==> config.mk <==
export PLATFORM = sky130hd
export DESIGN_NAME = ysyx_22040759_wb_fifo
export DESIGN_NICKNAME = d
export VERILOG_FILES = /design/src/rtl/ysyx_22040759_wb_fifo.sv
export SDC_FILE = /design/constraint.sdc
export NUM_CORES = 1
export LEC_CHECK = 0
export BUFFER_PORTS_ARGS = -buffer_cell sky130_fd_sc_hd__buf_2
export CORE_AREA = 2 2 211 213
export DETAILED_ROUTE_END_ITERATION = 7
export DIE_AREA = 0 0 213 215
export MAX_ROUTING_LAYER = met4
export PLACE_DENSITY = 0.65
export RECOVER_POWER = 25
export SLEW_MARGIN = 20
export SYNTH_ARGS = -nofsm -noshare
export SYNTH_HDL_FRONTEND = slang
export SYNTH_SLANG_ARGS = --single-unit
==> constraint.sdc <==
create_clock -name clk -period 21.1 [get_ports clk]
set_clock_uncertainty 0.15 [all_clocks]
set_input_delay 4.22 -clock clk [delete_from_list [all_inputs] [get_ports clk]]
set_output_delay 4.22 -clock clk [all_outputs]
set_load 0.02 [all_outputs]
==> src/rtl/ysyx_22040759_wb_fifo.sv <==
// Write-back stage: selects RF write data at enqueue, queues results in order and drains the head
// to the register file under valid/ready. Pending entries can be searched for operand bypass.

module ysyx_22040759_wb_fifo_slot #(
    parameter int XLEN = 64,
    parameter int ILEN = 32,
    parameter int RA_W = 5
) (
    input  logic            clk,
    input  logic            we,
    input  logic [ILEN-1:0] in_inst,
    input  logic [XLEN-1:0] in_pc,
    input  logic            in_reg_wen,
    input  logic [RA_W-1:0] in_rd,
    input  logic [XLEN-1:0] in_wdata,
    input  logic [RA_W-1:0] byp_raddr,
    output logic [ILEN-1:0] inst,
    output logic [XLEN-1:0] pc,
    output logic            reg_wen,
    output logic [RA_W-1:0] rd,
    output logic [XLEN-1:0] wdata,
    output logic            match
);
    // Storage is never reset; the queue gates every use by occupancy.
    always_ff @(posedge clk) begin
        if (we) begin
            inst    <= in_inst;
            pc      <= in_pc;
            reg_wen <= in_reg_wen;
            rd      <= in_rd;
            wdata   <= in_wdata;
        end
    end

    assign match = reg_wen && (rd == byp_raddr);
endmodule

module ysyx_22040759_wb_fifo #(
    parameter int XLEN  = 64,
    parameter int ILEN  = 32,
    parameter int RA_W  = 5,
    parameter int DEPTH = 2
) (
    input  logic            clk,
    input  logic            rst_n,
    input  logic            ms_valid,
    output logic            ws_allowin,
    input  logic [ILEN-1:0] ms_inst,
    input  logic [XLEN-1:0] ms_pc,
    input  logic            ms_reg_wen,
    input  logic [RA_W-1:0] ms_rd,
    input  logic [1:0]      ms_wreg_sel,
    input  logic [XLEN-1:0] ms_alu_res,
    input  logic [XLEN-1:0] ms_rdata,
    output logic            wb_valid,
    input  logic            wb_ready,
    output logic            wb_rf_wen,
    output logic [RA_W-1:0] wb_rd,
    output logic [XLEN-1:0] wb_wdata,
    output logic [XLEN-1:0] wb_pc,
    output logic [ILEN-1:0] wb_inst,
    input  logic [RA_W-1:0] byp_raddr,
    output logic            byp_hit,
    output logic [XLEN-1:0] byp_data,
    output logic [XLEN-1:0] retire_cnt
);
    localparam int PW = $clog2(DEPTH);
    localparam int CW = $clog2(DEPTH + 1);

    logic [PW-1:0] rd_ptr, wr_ptr;
    logic [CW-1:0] count;
    logic          push, pop;
    logic [XLEN-1:0] push_wdata;

    logic [DEPTH-1:0][ILEN-1:0] slot_inst;
    logic [DEPTH-1:0][XLEN-1:0] slot_pc;
    logic [DEPTH-1:0][XLEN-1:0] slot_wdata;
    logic [DEPTH-1:0][RA_W-1:0] slot_rd;
    logic [DEPTH-1:0]           slot_wen;
    logic [DEPTH-1:0]           slot_match;
    logic [DEPTH-1:0]           slot_we;

    // allowin depends only on registered occupancy, so a full queue refuses even on a pop cycle.
    assign ws_allowin = (count < CW'(DEPTH));
    assign wb_valid   = (count != '0);
    assign push       = ms_valid && ws_allowin;
    assign pop        = wb_valid && wb_ready;

    always_comb begin
        push_wdata = '0;
        case (ms_wreg_sel)
            2'd0:    push_wdata = ms_pc + XLEN'(4);
            2'd1:    push_wdata = ms_alu_res;
            2'd2:    push_wdata = ms_rdata;
            default: push_wdata = '0;
        endcase
    end

    for (genvar g = 0; g < DEPTH; g++) begin : g_slot
        assign slot_we[g] = push && (wr_ptr == PW'(g));

        ysyx_22040759_wb_fifo_slot #(
            .XLEN(XLEN), .ILEN(ILEN), .RA_W(RA_W)
        ) u_slot (
            .clk        (clk),
            .we         (slot_we[g]),
            .in_inst    (ms_inst),
            .in_pc      (ms_pc),
            .in_reg_wen (ms_reg_wen),
            .in_rd      (ms_rd),
            .in_wdata   (push_wdata),
            .byp_raddr  (byp_raddr),
            .inst       (slot_inst[g]),
            .pc         (slot_pc[g]),
            .reg_wen    (slot_wen[g]),
            .rd         (slot_rd[g]),
            .wdata      (slot_wdata[g]),
            .match      (slot_match[g])
        );
    end

    always_ff @(posedge clk or negedge rst_n) begin
        if (!rst_n) begin
            rd_ptr     <= '0;
            wr_ptr     <= '0;
            count      <= '0;
            retire_cnt <= '0;
        end else begin
            if (push) wr_ptr <= wr_ptr + PW'(1);
            if (pop) begin
                rd_ptr     <= rd_ptr + PW'(1);
                retire_cnt <= retire_cnt + XLEN'(1);
            end
            case ({push, pop})
                2'b10:   count <= count + CW'(1);
                2'b01:   count <= count - CW'(1);
                default: count <= count;
            endcase
        end
    end

    assign wb_rd     = wb_valid ? slot_rd[rd_ptr]    : '0;
    assign wb_wdata  = wb_valid ? slot_wdata[rd_ptr] : '0;
    assign wb_pc     = wb_valid ? slot_pc[rd_ptr]    : '0;
    assign wb_inst   = wb_valid ? slot_inst[rd_ptr]  : '0;
    assign wb_rf_wen = wb_valid && slot_wen[rd_ptr] && (slot_rd[rd_ptr] != '0);

    // Walk oldest to youngest so the last hit (youngest writer) wins.
    logic [PW-1:0] byp_idx;
    always_comb begin
        byp_hit  = 1'b0;
        byp_data = '0;
        byp_idx  = '0;
        for (int i = 0; i < DEPTH; i++) begin
            byp_idx = rd_ptr + PW'(i);
            if ((CW'(i) < count) && slot_match[byp_idx] && (byp_raddr != '0)) begin
                byp_hit  = 1'b1;
                byp_data = slot_wdata[byp_idx];
            end
        end
    end
endmodule
Word level (Yosys, flattened, before mapping) --
Index checks and enable logic that the tools add are counted.
Word-level totals: word-level logic and storage cells 75, bits in registers 400, input port bits 241, output and inout port bits 297
Operators by class: bitwise operators 1, multiplexer cells 26, reduce and logical (&&, ||, !) cells 17, $add $sub $neg 6, equal/unequal tests 6, magnitude comparators 5
Operators with widths (count):
- $mux 64 | 10
- $pmux 64 s3 | 1
- $mux 32 | 3
- $add 64x1->64 const B | 1
- $add 64x3->64 const B | 1
- $mux 5 | 3
- $logic_and 1x1->1 | 12
- $eq 5x5->1 | 2
- $reduce_bool 5->1 | 2
- $mux 1 | 8
- $eq 2x1->1 const B | 2
- $eq 2x2->1 const B | 2
- $lt 1x2->1 const A | 2
- $lt 1x2->1 const B | 2
- $pmux 2 s2 | 1
- $reduce_bool 2->1 | 2
- $add 1x1->1 const B | 2
- $add 2x1->2 const B | 1
- $logic_not 2->1 | 1
- $lt 2x2->1 const B | 1
- $sub 2x1->2 const B | 1
- $not 1->1 | 1

Depth between registers and ports, before layout --
Gate-level depths: netlist of the first run.
depth in word-level cells 8, depth in mapped cells 11, mapped depth without buffers 8

Cells and area by module --
Synthesis of the first run repeated with hierarchy kept, for this count alone.
Unflattened totals: cell total of the unflattened synthesis 1672, area, all modules 19904.1 sq um
By module, submodules not included:
- ysyx_22040759_wb_fifo_slot | instances 2, area each 5041.1 sq um, seq. area each 4984.8 sq um, cells an instance 173
- ysyx_22040759_wb_fifo | instances 1, area each 9821.9 sq um, seq. area each 1701.6 sq um, cells an instance 1326

Worst setup path before layout of the first run --
OpenSTA, ideal clock, no wires.
kind input to register, from input ms_valid, to register g_slot[0].u_slot.inst[0], enable pin, data required time 20255 ps, path buffers 0, setup time 695 ps, arrival 11220 ps, path slack 9035 ps, stages 2, cell sequence nand2_1 nor2_1
Between the ends: cells in the longest elaborated chain, start to end 2
Ends and longest elaborated chain:
- start, declared | RTL line 46 | input logic ms_valid,
- $logic_and 1x1->1 | RTL line 86 | assign push = ms_valid && ws_allowin;
- $logic_and 1x1->1 | RTL line 100 | assign slot_we[g] = push && (wr_ptr == PW'(g));
- via g_slot[0].u_slot.we | RTL line 10 | input logic we,
- end signal, assigned | RTL line 27 | inst <= in_inst;
- end, declared | RTL line 17 | output logic [ILEN-1:0] inst,
The timed path passes the listed nets, and every way through them passes these cells. A chain may end at the register's enable or synchronous reset.

Worst setup path after layout of the first run --
from input byp_raddr[2], to output byp_data[52]
Between the ends: cells in the longest elaborated chain, start to end 8, elaborated cells between the ends (all ways) 15, those cells by class eq/ne (2); mux (6); reduce/logical (7)
Ends and longest elaborated chain:
- start, declared | RTL line 62 | input logic [RA_W-1:0] byp_raddr,
- $eq 5x5->1 | RTL line 35 | assign match = reg_wen && (rd == byp_raddr);
- $logic_and 1x1->1 | RTL line 35
- $mux 1 (implied by the code) (2 in series) | RTL line 156 | if ((CW'(i) < count) && slot_match[byp_idx] && (byp_raddr != '0)) begin
- $logic_and 1x1->1 (2 in series) | RTL line 156
- $mux 64 | RTL line 156
- $mux 64 (*) | RTL line 156
- end, declared | RTL line 64 | output logic [XLEN-1:0] byp_data,
Mark *: on every way between the ends. The rest lies on a longest branch, timed or not. The select of a mux whose other input is x is not followed.

==> key figures, run 1 <==
Status
  • Status: finished with violations
  • Failing checks: max-capacitance violations, max-slew violations

STA
  • Slew Limit Fails: slightly below 70
  • Peak Freq: just over 90 MHz
  • Final Setup Violations: 0
  • RSZ-0062 raised after global routing: false
  • Worst slew pin tran: between 3000 and 4000 ps
  • Setup tns final: 0 ps
  • Slew Limit Headroom: -1.397
  • Fin. Hold Viols: 0
  • Min Tclk post-route: ~11000 ps
  • Final period util: 0.5204

Synth
  • Async S/R FF share, synth: 0.1700
  • Part of the Yosys area used for sequential elements: 0.6200
  • Syn Nets: roughly 1700
  • Yosys warns: 0
  • Cell Area, Synth: between 15000 and 20000 sq um
  • Synth cell types: 56
  • Dominant cell type by area after synthesis: edfxtp_1
  • Post-synthesis register bit count: 400
  • Post-synth top area share: 0.5296
  • Top-count cell post-synth: edfxtp_1
  • Ys flop type: edfxtp_1
  • Synth top cells by count: edfxtp_1, nor2_1, mux2i_1, xnor2_1, nand2_1
  • Top post-synthesis cells by area: edfxtp_1, mux2i_1, dfrtp_1, nor2_1, xnor2_1
  • Synth Area per Inst: ~13 sq um
  • Gate Count Post-Synth: 1497
  • Post-synth EDFFs: around 330

Pwr
  • Sw frac: 0.3861
  • Clock share of power: 0.256
  • Combinational power share: 0.372
  • Leakage dissipation: 0.009766 uW
  • Net Sw Power: about 1100 uW
  • Flop pwr share: 0.371
  • Power consumption: between 2000 and 3000 uW
  • VDD IR max: 0.1030 mV
  • Internal Power: 1815 uW
  • PwrDens: ~130 nW/um^2

Critical path
  • CP cell instances: buf_2 > nor4_1 > a211oi_2 > mux2i_1 > a311oi_4 > buf_4 > a22o_1 > buf_2
  • CP most frequent cell: buf_2
  • Worst R2R Setup Slack: 17710 ps
  • CP required: ~17000 ps
  • Slowest cell delay on critical path: approximately 700 ps
  • Largest delay share family, worst path: compound AO/OA/AOI/OAI gates
  • Crit Path Max Fanout: between 60 and 70
  • Buffers and inverters on the worst path: 3
  • Endpoint class of the critical path: output pin
  • Critical Path AT: about 6600 ps
  • Critical path launch point type: input pin
  • Slowest cell on crit path: buf_4
  • Crit Path Class: input pin to output pin

Global route
  • Global-route wire length before repair: about 89000 um
  • GRT met2 Usage: 0.4262
  • Pin count of the biggest net entering global routing: 75
  • Met3 usage: 0.07234
  • Antenna violations before repair: 18
  • GR peak layer: met2
  • Vias in the first global route: about 14000
  • Total GRT Usage: 0.2695
  • GR Util met1: 0.3424
  • Total congestion overflow: 0

Clock tree
  • CTS Sinks: 400
  • Largest buffer count on any clock path: 3
  • Post-CTS Setup Inserts: 0
  • Clock transition at path regs: around 60 ps
  • CTS resizes: 0
  • H-tree levels: 2
  • CTS root buf: clkbuf_16
  • Cts bufs inserted: 43
  • Hold_buf cts: 0
  • CTS tree: yes
  • Worst skew pair latency: approximately 560 ps

Floorplan
  • DIE HEIGHT: ~220 um
  • Die area: around 46000 sq um
  • Core ar.: roughly 44000 sq um
  • Chip Width: around 210 um
  • I/O pin cnt: around 540
  • Initial Utilization: 0.4313
  • Site Rows: 77

Drt
  • DRC viols: 0
  • Via Count: ~15000
  • Initial DRC count: 1124
  • Drt wl/cell: 22.98 um
  • First-pass iteration count of the detailed router: 5
  • Final WL: ~60000 um
  • Remaining antenna violation count after routing: 0
  • Avg Vias per Cell: about 5.5

Finish
  • Synth-to-layout area growth: 24.47%
  • Post-layout nets: ~2300
  • Layout cells sized above 1: 0.2725

Placed design
  • RePlAce Congestion: 0.9318
  • Dpl hpwl: roughly 44000 um
  • PortBufs: 537

Worst hold path
  • Worst min-delay path class: flop to flop

Job
  • Max Cap Viol: 1
==> final cells by class <==
type                            instances  area (sq um)
Antenna cell                           19         47.55
Clock buffer                           47          1112
Clock inverter                         31         302.8
Fill cell                            3910         20210
Inverter                               23         86.33
Multi-Input combinational cell        986          6773
Sequential cell                       400         11670
Tap cell                              592         740.7
Timing Repair Buffer                  553          2694
==> worst paths after layout <==
check,from,end,cells past startpoint
setup / recovery,byp_raddr[2],byp_data[52],8
hold / removal,retire_cnt[63],retire_cnt[63],1
setup reg to reg,count[1],retire_cnt[49],8
hold reg to reg,retire_cnt[63],retire_cnt[63],1
max in group asynchronous,rst_n,rd_ptr,2
min in group asynchronous,rst_n,retire_cnt[28],2
==> stage by stage <==
step	area [sq um]	setup slack, ps	utilization	hold slack, ps	cells
global placement	22080	10320	0.5060	309.5	2554
CTS	23500	10180	0.5384	323.5	2632
floorplan	18820	9035	-	299.8	1497
global route	23430	9989	0.5368	342.7	2649
finish	23430	10120	0.5369	318.3	2651
detailed placement	22080	10190	0.5060	315.7	2554
==> flip-flops by register name (all words and copies together) (netlist names) <==
signal and count:
g_slot.u_slot.pc 128, g_slot.u_slot.rd 10, g_slot.u_slot.inst 64, retire_cnt 64
wr_ptr 1, g_slot.u_slot.reg_wen 2, count 2, g_slot.u_slot.wdata 128
rd_ptr 1
==> cell families after synthesis <==
group	after synthesis	share of synthesized area
AND/OR/NAND/NOR	474	0.1233
buffers and inverters	111	0.02300
flip-flops	400	0.6200
adder cells (fa/ha/maj)	5	0.003323
multiplexers	183	0.09737
AO/OA/AOI/OAI	199	0.07484
XOR/XNOR	125	0.05816
==> power groups by stage <==
stage | Combinational (uW) | Sequential [uW] | Clock [uW]
after floorplan | 700 | 1120 | 0
after global placement | 1100 | 1110 | 0
after detailed placement | 1110 | 1110 | 0
after CTS | 1110 | 1100 | 772
after global routing | 1170 | 1110 | 805
final | 1100 | 1100 | 758
==> routing by layer <==
layer | part of all wire | vias to the layer above | wire length [um]
li1 | - | 6607 | -
met1 | 0.41 | 7256 | 24800
met2 | 0.48 | 620 | 29040
met3 | 0.091 | 82 | 5561
met4 | 0.025 | 0 | 1532
met5 | 0 | - | 0
==> placed cells by master (no fill, tap or decap), drive strengths merged, types with 3 or more instances in the layout <==
master | synthesis | final
nor2 | 205 | 205
nand2b | 10 | 10
xnor2 | 83 | 83
o21ai | 66 | 66
and4 | 11 | 11
a22oi | 31 | 31
nor3 | 22 | 22
and2 | 3 | 3
and3 | 14 | 14
buf | 24 | 464
a21oi | 11 | 11
diode | 0 | 19
ha | 5 | 5
edfxtp | 332 | 332
bufinv | 0 | 5
nor4 | 24 | 24
a31oi | 3 | 3
dfrtp | 68 | 68
o21a | 4 | 4
nand3b | 3 | 3
or3 | 4 | 4
nor2b | 4 | 4
o31ai | 9 | 9
nand4 | 36 | 36
or4 | 3 | 3
inv | 23 | 27
xor2 | 42 | 42
clkinvlp | 0 | 3
mux2i | 182 | 182
a22o | 64 | 64
clkbuf | 64 | 136
nand3 | 44 | 44
nor3b | 3 | 3
o31a | 3 | 3
nand2 | 80 | 80
clkinv | 0 | 19
(Power assumes the default switching activity.)
==> run 2: changes to the inputs <==
==> constraint.sdc (replaced) <==
create_clock -name clk -period 11.24 [get_ports clk]
set_clock_uncertainty 0.15 [all_clocks]
set_input_delay 2.248 -clock clk [delete_from_list [all_inputs] [get_ports clk]]
set_output_delay 2.248 -clock clk [all_outputs]
set_load 0.02 [all_outputs]
==> key figures, run 2 (synthesis results as in run 1) <==
STA
  • RSZ-0062 raised after global routing: false
  • Min Tclk post-route: roughly 7000 ps
  • Setup tns final: 0 ps
  • Fin. Hold Viols: 0
  • Final Setup Violations: 0
  • Worst slew pin tran: between 3000 and 4000 ps
  • Peak Freq: roughly 140 MHz
  • Slew Limit Headroom: -1.432
  • Slew Limit Fails: between 60 and 70
  • Final period util: 0.6272

Floorplan
  • Site Rows: 77
  • Die area: about 46000 sq um
  • Initial Utilization: 0.4313
  • DIE HEIGHT: 215 um
  • Core ar.: 43640 sq um
  • Chip Width: around 210 um
  • I/O pin cnt: ~540

Pwr
  • Combinational power share: 0.361
  • Net Sw Power: about 2100 uW
  • Leakage dissipation: slightly below 0.01 uW
  • Sw frac: 0.3795
  • PwrDens: between 200 and 250 nW/um^2
  • Internal Power: approximately 3500 uW
  • Flop pwr share: 0.369
  • VDD IR max: 0.1827 mV
  • Clock share of power: 0.270
  • Power consumption: ~5600 uW

Critical path
  • Worst R2R Setup Slack: roughly 7600 ps
  • CP required: ~8800 ps
  • Critical path launch point type: input pin
  • Slowest cell delay on critical path: a little under 700 ps
  • Crit Path Class: input pin to output pin
  • Crit Path Max Fanout: 64
  • CP most frequent cell: buf_2
  • Slowest cell on crit path: buf_4
  • CP cell instances: buf_2 > nor4_1 > a211oi_2 > mux2i_1 > a311oi_4 > buf_4 > a22o_1 > buf_2
  • Endpoint class of the critical path: output pin
  • Critical Path AT: approximately 4700 ps

Clock tree
  • CTS tree: yes
  • CTS Sinks: 400
  • Largest buffer count on any clock path: 3
  • Cts bufs inserted: 44
  • Post-CTS Setup Inserts: 0
  • CTS root buf: clkbuf_16
  • Hold_buf cts: 0
  • CTS resizes: 0
  • H-tree levels: 2
  • Worst skew pair latency: approximately 540 ps
  • Clock transition at path regs: 60 ps

Drt
  • Final WL: between 60000 and 70000 um
  • Drt wl/cell: about 23 um
  • Avg Vias per Cell: between 5 and 6
  • First-pass iteration count of the detailed router: 5
  • Via Count: 14425
  • Initial DRC count: between 1000 and 1500
  • DRC viols: 0
  • Remaining antenna violation count after routing: 0

Finish
  • Post-layout nets: 2254
  • Filler cell count: roughly 3800
  • Multi-input logic area: 6773 sq um
  • Layout cells sized above 1: 0.2723
  • Most common cell after layout, fill and taps aside: buf_2
  • Synth-to-layout area growth: 25.04%
  • Commonest cells after routing, fill and taps aside: buf_2, edfxtp_1, nor2_1, mux2i_1, clkbuf_1
  • Register area: approximately 12000 sq um
  • Regs by FF count: g_slot.u_slot.pc x128, g_slot.u_slot.wdata x128

Global route
  • Total GRT Usage: 0.2681
  • Antenna violations before repair: 17
  • Total congestion overflow: 0
  • Pin count of the biggest net entering global routing: between 90 and 100
  • Global-route wire length before repair: about 89000 um
  • Vias in the first global route: roughly 14000

Placed design
  • Dpl hpwl: 44010 um
  • RePlAce Congestion: approximately 0.93
  • PortBufs: 537

Status
  • Failing checks: max-capacitance violations, max-slew violations
  • Status: finished with violations

Worst hold path
  • Worst min-delay path class: flop to flop

Job
  • Max Cap Viol: 1
-- run 2: cell type report --
class | count | share of cell area
Antenna cell | 21 | 0.002233
Tap cell | 592 | 0.03147
Clock inverter | 33 | 0.01637
Inverter | 23 | 0.003668
Sequential cell | 400 | 0.4960
Timing Repair Buffer | 553 | 0.1143
Clock buffer | 47 | 0.04816
Multi-Input combinational cell | 986 | 0.2877
-- run 2: final timing paths --
| path | start | end | cells after the start |
|---|---|---|---|
| min in group asynchronous | rst_n | retire_cnt[34] | 2 |
| max | byp_raddr[1] | byp_data[53] | 8 |
| max reg2reg | count[1] | retire_cnt[49] | 9 |
| min | retire_cnt[63] | retire_cnt[63] | 1 |
| min reg2reg | retire_cnt[63] | retire_cnt[63] | 1 |
| max in group asynchronous | rst_n | rd_ptr | 2 |
-- run 2: metrics by stage --
stage          setup WS [ps]  cells  instance area, sq um  hold WS [ps]  utilization
6_report                4191   2655                 23540         321.3       0.5393
5_1_grt                 4117   2651                 23530         347.4       0.5391
4_1_cts                 4280   2634                 23600         323.5       0.5408
3_5_place_dp            4278   2554                 22080         315.6       0.5060
3_3_place_gp            4394   2554                 22080         309.2       0.5060
2_1_floorplan           1147   1497                 18820         299.8            -
-- run 2: critical path: cells and delay by family --
kind,cells,cell delay [ps]
compound gates,3,1030
buf+inv,3,990
mux,1,210
simple gates,1,90
-- run 2: per-layer routing --
metal | global-route usage | wire length [um] | share of wire | up-vias
li1 | - | - | - | 6617
met1 | 0.3414 | 24690 | 0.41 | 7122
met2 | 0.4245 | 29170 | 0.48 | 579
met3 | 0.06722 | 5259 | 0.087 | 107
met4 | 0.07622 | 1649 | 0.027 | 0
met5 | - | 0 | 0 | -
-- run 2: power by group through the flow --
stage               registers [uW]  logic, uW  clock network [uW]
floorplan                     2100       1310                   0
global route                  2110       2170                1610
global placement              2110       2040                   0
detailed placement            2110       2050                   0
finish                        2080       2040                1520
CTS                           2080       2060                1550
